[config.mk]
export PLATFORM = sky130hd
export DESIGN_NAME = instr_fetch_unit
export DESIGN_NICKNAME = d
export VERILOG_FILES = /design/src/rtl/instr_fetch_unit.sv
export SDC_FILE = /design/constraint.sdc
export NUM_CORES = 1
export LEC_CHECK = 0
export CAP_MARGIN = 10
export CORE_MARGIN = 2
export CORE_UTILIZATION = 50
export CTS_CLUSTER_SIZE = 10
export DETAILED_ROUTE_END_ITERATION = 10
export PLACE_DENSITY = 0.82
export SLEW_MARGIN = 0
export SYNTH_ARGS = -nofsm -noshare
export SYNTH_HDL_FRONTEND = slang
export SYNTH_SLANG_ARGS = --single-unit
export TNS_END_PERCENT = 100
[constraint.sdc]
create_clock -name clk -period 5.1 [get_ports clk]
set_clock_uncertainty 0.15 [all_clocks]
set_input_delay 0.51 -clock clk [delete_from_list [all_inputs] [get_ports clk]]
set_output_delay 0.51 -clock clk [all_outputs]
set_load 0.01 [all_outputs]
[src/rtl/instr_fetch_unit.sv]
// Fetch/sequencing front end for the MIPS core: fetches over a req/ack imem
// handshake, presents op_code/funct to ctrl_unit and computes the next PC.
module instr_fetch_unit #(
    parameter logic [31:0] RESET_PC = 32'h0000_0000,
    parameter int unsigned CNT_W    = 32
) (
    input  logic             clk,
    input  logic             rst_n,
    input  logic             run,
    output logic             imem_req,
    output logic [31:0]      imem_addr,
    input  logic             imem_ack,
    input  logic [31:0]      imem_rdata,
    input  logic             stall,
    input  logic             jump,
    input  logic             branch,
    input  logic             zero,
    output logic [31:0]      instr,
    output logic [5:0]       op_code,
    output logic [5:0]       funct,
    output logic             instr_valid,
    output logic [31:0]      pc,
    output logic [CNT_W-1:0] retired
);

    localparam int unsigned XLEN = 32;
    localparam logic [XLEN-1:0] PC_RST = RESET_PC & ~XLEN'(3);

    typedef enum logic [1:0] {
        IDLE = 2'd0,
        REQ  = 2'd1,
        EXEC = 2'd2
    } state_t;

    state_t            state_q;
    state_t            state_d;
    logic [XLEN-1:0]   pc_q;
    logic [XLEN-1:0]   pc_d;
    logic [XLEN-1:0]   instr_q;
    logic [XLEN-1:0]   instr_d;
    logic [CNT_W-1:0]  retired_q;
    logic [CNT_W-1:0]  retired_d;
    logic              req_q;
    logic              valid_q;

    logic [XLEN-1:0]   pc4;
    logic [XLEN-1:0]   jump_target;
    logic [XLEN-1:0]   branch_target;

    // Candidate next-PC values; all arithmetic wraps modulo 2^32.
    assign pc4           = pc_q + XLEN'(4);
    assign jump_target   = {pc4[31:28], instr_q[25:0], 2'b00};
    assign branch_target = pc4 + {{14{instr_q[15]}}, instr_q[15:0], 2'b00};

    always_ff @(posedge clk or negedge rst_n) begin
        if (!rst_n) begin
            state_q <= IDLE;
        end else begin
            state_q <= state_d;
        end
    end

    // Next-state and datapath update; acks outside REQ fall through to defaults.
    always_comb begin
        state_d   = state_q;
        pc_d      = pc_q;
        instr_d   = instr_q;
        retired_d = retired_q;
        case (state_q)
            IDLE: begin
                if (run) begin
                    state_d = REQ;
                end
            end
            REQ: begin
                if (imem_ack) begin
                    instr_d = imem_rdata;
                    state_d = EXEC;
                end
            end
            EXEC: begin
                if (!stall) begin
                    if (jump) begin
                        pc_d = jump_target;
                    end else if (branch && zero) begin
                        pc_d = branch_target;
                    end else begin
                        pc_d = pc4;
                    end
                    retired_d = retired_q + CNT_W'(1);
                    state_d   = run ? REQ : IDLE;
                end
            end
            default: begin
                state_d = IDLE;
            end
        endcase
    end

    // Handshake outputs are flopped from the next state so they track state_q.
    always_ff @(posedge clk or negedge rst_n) begin
        if (!rst_n) begin
            pc_q      <= PC_RST;
            instr_q   <= '0;
            retired_q <= '0;
            req_q     <= 1'b0;
            valid_q   <= 1'b0;
        end else begin
            pc_q      <= pc_d;
            instr_q   <= instr_d;
            retired_q <= retired_d;
            req_q     <= (state_d == REQ);
            valid_q   <= (state_d == EXEC);
        end
    end

    assign imem_req    = req_q;
    assign imem_addr   = pc_q;
    assign pc          = pc_q;
    assign instr       = instr_q;
    assign op_code     = instr_q[31:26];
    assign funct       = instr_q[5:0];
    assign instr_valid = valid_q;
    assign retired     = retired_q;

endmodule
==> out/results.txt, run 1 <==
# resized after CTS: 0
Slew @ Worst Pin: 0.959 ns
Share of the synthesized area in the top cell type: 36.4%
Type of origin of the critical path: register
Most frequent cell after synthesis: dfrtp_1
Switching Share: 44.5%
Die Wd: 120 um
Power share of the combinational group: 62.4%
Nets: 950
Vias per inst: 5.78
Die height: 120 um
Final Non-Filler Cells: 1,052
Fill cell count: 1,081
Layout cells sized above 1: 6.85%
Largest net degree at the start of global routing: 66
Relative slew slack: 36.0%
Ys async rst share: 100%
Antenna viol nets, final: 0
Worst vdd ir: 0.452 mV
Mapped Area: 0.00674 mm2
GR Overflow Total: 0
Post-synth top cells: 98 x dfrtp_1, 87 x nand2_1, 59 x xnor2_1, 52 x nor2_1, 46 x buf_4
Synth-to-Final Area Change: 28.7%
Mapped Avg Cell Area: 9.11 um2
Crit path time final: 4.44 ns
Max-slew violation count: 0
Crit path max fanout: 8
Initial antenna violation count: 0
FF+latch count, synth: 98
CTS Hold Bufs: 0
Kind of critical path: register to register
Setup TNS Final: 0 ns
Clock slew at reported path FFs: 0.08 ns
Sequential share of the synthesized area: 36.4%
Clk Latency, worst-skew pair: 0.37 ns
Sequential Power Share: 25.1%
Yosys warns: 0
Cell Count Post-Placement: 1,036
Core region area: 0.0132 mm2
Post-CTS Setup Inserts: 0
Clk pwr share: 12.5%
Clock Tree Root: clkbuf_16
Clock Sinks: 98
Initial Utilization: 51.1%
Min-Delay Path Class: primary input to async pin
Endpoint class of the critical path: register
Maximum clock insertion buffer count: 2
IO Pins: 182
Die ar.: 0.0144 mm2
Netlist cell types: 58
Worst Path Arrival: 4.58 ns
Max Cap Viol: 0
Routability cong.: 0.954
PD cells: 673 mW/mm2
H-tree levels: 3
Post-synth EDFFs: 0
Drt pass-1 iters: 7
Synth area leader: dfrtp_1
RSZ-0062 raised after global routing: no
Lkg Pwr: 3.63 nW
Cell Rows: 42
Psw: 0.00260 W
Post-DP HPWL: 14,200 um
Critical Path RT: 5.24 ns
Buffers on Ports: 177
Total routed wirelength: 19,000 um
GRT Overall Usage: 26.7%
Via count: 6,078
Synth Instances: 740
Design Power: 0.00583 W
Setup Viol. Count Final: 0
DRC Markers: 0
First-pass GRT wire length: 30,400 um
CTS Buf Count: 9
Cell Int Power: 0.00324 W
1st-iter DRT viols: 407
Diodes inserted: 0
Period utilisation layout: 87.1%
CTS tree: yes
Area contributors post-synth: dfrtp_1 36%, xnor2_1 7.7%, ha_1 7.1%
Fmax: 225 MHz
Status: completed
Hold Vio Cnt, Final: 0
Wirelength per Cell: 18.1 um
Commonest register cell after synthesis: dfrtp_1
Number of global-route vias before repair: 5,921
==> routing by layer <==
| metal | up-vias | global-route usage (%) | part of all wire (%) |
|---|---|---|---|
| met5 | - | 0 | 0 |
| met4 | 0 | 11.7 | 3.7 |
| met3 | 50 | 5.70 | 6.3 |
| met2 | 212 | 42.6 | 46 |
| met1 | 2936 | 35.0 | 44 |
| li1 | 2880 | - | - |
==> cells by family (layout without fill, tap and decap cells) <==
family / count (synthesis) / count (layout) / synth area share (%)
other: 1 / 4 / 0.0556
muxes: 39 / 39 / 6.46
adders and majority gates: 39 / 39 / 7.35
xor gates and xnor gates: 81 / 81 / 10.5
AOI/OAI and AO/OA: 171 / 171 / 16.0
and+or+nand+nor: 234 / 234 / 16.4
buffers and inverters: 77 / 210 / 6.85
DFF: 98 / 98 / 36.4
==> flip-flops by register name (all words and copies together) (netlist names) <==
signal	cells
state_q	2
imem_req	1
retired	32
instr_valid	1
imem_addr	30
instr	32
==> through the flow <==
| stage | worst slack [ns] | util (%) | hold slack, ns | instance area, um2 |
|---|---|---|---|---|
| after floorplan | 1.30 | - | 0.0644 | 6750 |
| after global placement | 0.818 | 63.4 | 0.311 | 8370 |
| after detailed placement | 0.756 | 63.4 | 0.328 | 8370 |
| after CTS | 0.730 | 65.8 | 0.122 | 8670 |
| after global routing | 0.378 | 65.8 | 0.165 | 8670 |
| final | 0.658 | 65.8 | 0.0913 | 8670 |
==> cell usage in the layout, fill, tap and decap left out, drive strengths merged, types with 3 or more instances in the layout <==
cell type      Yosys  layout
a22oi              3       3
a21oi             45      45
nand2             87      87
a211oi             6       6
inv               11      14
o21a               3       3
nor3b              3       3
dfrtp             98      98
o21bai             5       5
a21o               9       9
clkbuf            19      10
a221oi             6       6
nor3              14      14
nor2              52      52
conb               1       4
a31oi              6       6
nand4             16      16
o22ai             10      10
o21ai             46      46
or3                3       3
buf               47       7
mux2i              3       3
mux2              36      36
clkdlybuf4s50      0     176
nand3             24      24
ha                38      38
o31ai              9       9
and3              11      11
o211ai             7       7
and4               8       8
xor2              22      22
xnor2             59      59
and2               6       6
==> power groups by stage <==
stage | clock network [W] | registers (W) | logic, W
5_1_grt | 0.000763 | 0.00152 | 0.00398
4_1_cts | 0.000737 | 0.00146 | 0.00362
3_3_place_gp | 0 | 0.00145 | 0.00358
2_1_floorplan | 0 | 0.00147 | 0.00233
6_report | 0.000727 | 0.00147 | 0.00364
3_5_place_dp | 0 | 0.00147 | 0.00358
==> worst paths after layout <==
check                                   start       endpoint  slack, ns  cells after the start
worst max-delay path            imem_addr[10]  imem_addr[31]       0.66                     14
worst min-delay path                    rst_n  imem_addr[25]       0.09                      1
worst max register to register  imem_addr[10]  imem_addr[31]       0.66                     14
worst min register to register    retired[13]    retired[13]       0.34                      1
max in group asynchronous               rst_n  imem_addr[10]       3.71                      2
min in group clk                  retired[13]    retired[13]       0.34                      1
==> worst max-delay path: stages (launching register included) <==
cell and delay [ns]:
dfrtp_1 0.46, and4_1 0.30, nand3_1 0.13, nor4_1 0.78
nand4_1 0.21, xnor2_1 0.19, ha_1 0.42, a21oi_1 0.14
o21bai_1 0.21, nor3_1 0.07, a211oi_1 0.32, nor4_1 0.10
or4_1 0.53, a21oi_1 0.19, xor2_1 0.15
==> final cells by class <==
type / count / area, um2 / area share, %
Multi-Input combinational cell: 568 / 3840 / 44.2
Clock buffer: 10 / 239 / 2.76
Tap cell: 176 / 220 / 2.54
Timing Repair Buffer: 183 / 1810 / 20.9
Clock inverter: 6 / 68.8 / 0.793
Sequential cell: 98 / 2450 / 28.3
Inverter: 11 / 41.3 / 0.476
(Power assumes the default switching activity.)
==> inputs of run 2 (changes only) <==
--- a/config.mk
+++ b/config.mk
@@ -6,8 +6,10 @@
 export NUM_CORES = 1
 export LEC_CHECK = 0
 export CAP_MARGIN = 10
+export CORE_ASPECT_RATIO = 1.75
 export CORE_MARGIN = 2
 export CORE_UTILIZATION = 50
+export CTS_BUF_LIST = sky130_fd_sc_hd__clkbuf_4 sky130_fd_sc_hd__clkbuf_8
 export CTS_CLUSTER_SIZE = 10
 export DETAILED_ROUTE_END_ITERATION = 10
 export PLACE_DENSITY = 0.82
==> out/results.txt, run 2 (synthesized netlist as in run 1, its figures left out) <==
Setup TNS Final: 0 ns
Critical path startpoint: imem_addr[10]
Wirelength per Cell: 19.0 um
Layout cells sized above 1: 7.06%
RSZ-0062 raised after global routing: no
Number of global-route vias before repair: 6,187
Clock slew at reported path FFs: 0.11 ns
Final Core Density: 64.5%
Die ar.: 0.0145 mm2
Slew @ Worst Pin: 0.906 ns
Commonest non-fill, non-tap cell in the layout: clkdlybuf4s50_1
Total routed wirelength: 20,000 um
Largest net degree at the start of global routing: 68
Status: completed
Relative slew slack: 39.6%
Critical Path RT: 5.26 ns
Min Hold Slack: 0.0927 ns
Hold Vio Cnt, Final: 0
Clk Latency, worst-skew pair: 0.39 ns
GR Overflow Total: 0
DRC Markers: 0
# resized after CTS: 0
Via count: 6,225
Worst reg2reg startpoint: imem_addr[10]
Post-CTS Setup Inserts: 0
Clock Tree Root: clkbuf_8
Max-slew violation count: 0
Max Cap Viol: 0
Worst vdd ir: 0.452 mV
Nets: 952
Final Non-Filler Cells: 1,052
Type of origin of the critical path: register
Vias per inst: 5.92
CTS Hold Bufs: 0
Lkg Pwr: 3.59 nW
Kind of critical path: register to register
Buffers on Ports: 177
Crit path time final: 4.37 ns
Antenna viol nets, final: 0
Die height: 158 um
CTS tree: yes
Period utilisation layout: 85.8%
Die Wd: 91.8 um
GRT Overall Usage: 27.7%
CTS Buf Count: 9
PD cells: 666 mW/mm2
Cell Rows: 56
Min-Delay Path Class: primary input to async pin
Routability cong.: 0.960
Crit path max fanout: 8
Flip-flop and latch area: 0.00245 mm2
Setup Viol. Count Final: 0
Initial antenna violation count: 0
Synth-to-Final Area Change: 27.4%
Cell Count Post-Placement: 1,036
Core region area: 0.0133 mm2
Post-DP HPWL: 15,500 um
Fmax: 229 MHz
Endpoint class of the critical path: register
Diodes inserted: 0
IO Pins: 182
First-pass GRT wire length: 31,400 um
Area of the multi-input gates: 0.00384 mm2
Initial Utilization: 50.6%
1st-iter DRT viols: 383
Maximum clock insertion buffer count: 2
Clock Sinks: 98
Drt pass-1 iters: 5
Fill cell count: 1,110
Commonest non-fill, non-tap cells in the layout: 176 x clkdlybuf4s50_1, 98 x dfrtp_1, 87 x nand2_1
H-tree levels: 3
Worst Path Arrival: 4.54 ns
==> run 2: changes by cell type in the layout (fill, tap and decap cells not counted) <==
cell / change
buf_4: +2
bufinv_16: -1
clkinv_4: +2
clkinvlp_4: -1
inv_8: +1
clkinv_2: -1
clkbuf_8: +8
clkinv_8: +3
clkbuf_16: -9
inv_6: -2
==> run 2: worst max-delay path: stages (launching register included) <==
cell     delay (ns)
dfrtp_1        0.49
and4_1         0.30
nand3_1        0.12
nor4_1         0.66
nand4_1        0.21
xnor2_1        0.19
ha_1           0.41
nand4_1        0.16
nor3_1         0.28
and3b_1        0.21
o211a_1        0.19
nor4_1         0.07
or4_1          0.53
a21oi_1        0.18
xor2_1         0.15
==> run 2: path summary, 6_finish.rpt <==
kind                                  to  slack, ns  depth (start not counted)
setup / recovery           imem_addr[31]       0.73                         14
min in group clk             retired[31]       0.34                          1
max in group asynchronous     retired[1]       3.74                          2
hold / removal             imem_addr[29]       0.09                          1
setup reg to reg           imem_addr[31]       0.73                         14
hold reg to reg              retired[31]       0.34                          1
==> run 2: per-stage QoR <==
| step | power (W) | setup slack (ns) | area, um2 |
|---|---|---|---|
| CTS | 0.00569 | 0.781 | 8590 |
| floorplan | 0.00380 | 1.30 | 6750 |
| global route | 0.00613 | 0.406 | 8590 |
| finish | 0.00572 | 0.727 | 8590 |
| global placement | 0.00511 | 0.885 | 8380 |
| detailed placement | 0.00515 | 0.800 | 8380 |
==> run 2: final cells by class <==
| class | count | share of cell area (%) |
|---|---|---|
| multi-input combinational | 568 | 44.7 |
| sequential | 98 | 28.6 |
| timing repair buffer | 185 | 21.3 |
| tap | 174 | 2.53 |
| clock buffer | 9 | 1.44 |
| clock inverter | 7 | 1.01 |
| inverter | 11 | 0.481 |
==> run 2: power breakdown <==
part           internal [W]  total [W]  switching (W)
combinational       0.00181    0.00372        0.00191
sequential          0.00104    0.00147       0.000436
clock              0.000197   0.000525       0.000329
==> run 2: metal layers <==
layer	wire length (um)	vias up	track usage (%)
met3	1320	74	5.57
met4	1240	0	16.7
li1	-	2872	-
met5	0	-	0
met1	6790	2969	29.0
met2	10600	310	50.5
==> inputs of run 3 (changes only) <==
--- a/config.mk
+++ b/config.mk
@@ -13,6 +13,7 @@
 export CTS_CLUSTER_SIZE = 10
 export DETAILED_ROUTE_END_ITERATION = 10
 export PLACE_DENSITY = 0.82
+export SKIP_CTS_REPAIR_TIMING = 1
 export SLEW_MARGIN = 0
 export SYNTH_ARGS = -nofsm -noshare
 export SYNTH_HDL_FRONTEND = slang
==> results of run 3 <==
The final DEF is identical to that of run 2; final timing and power are the same.
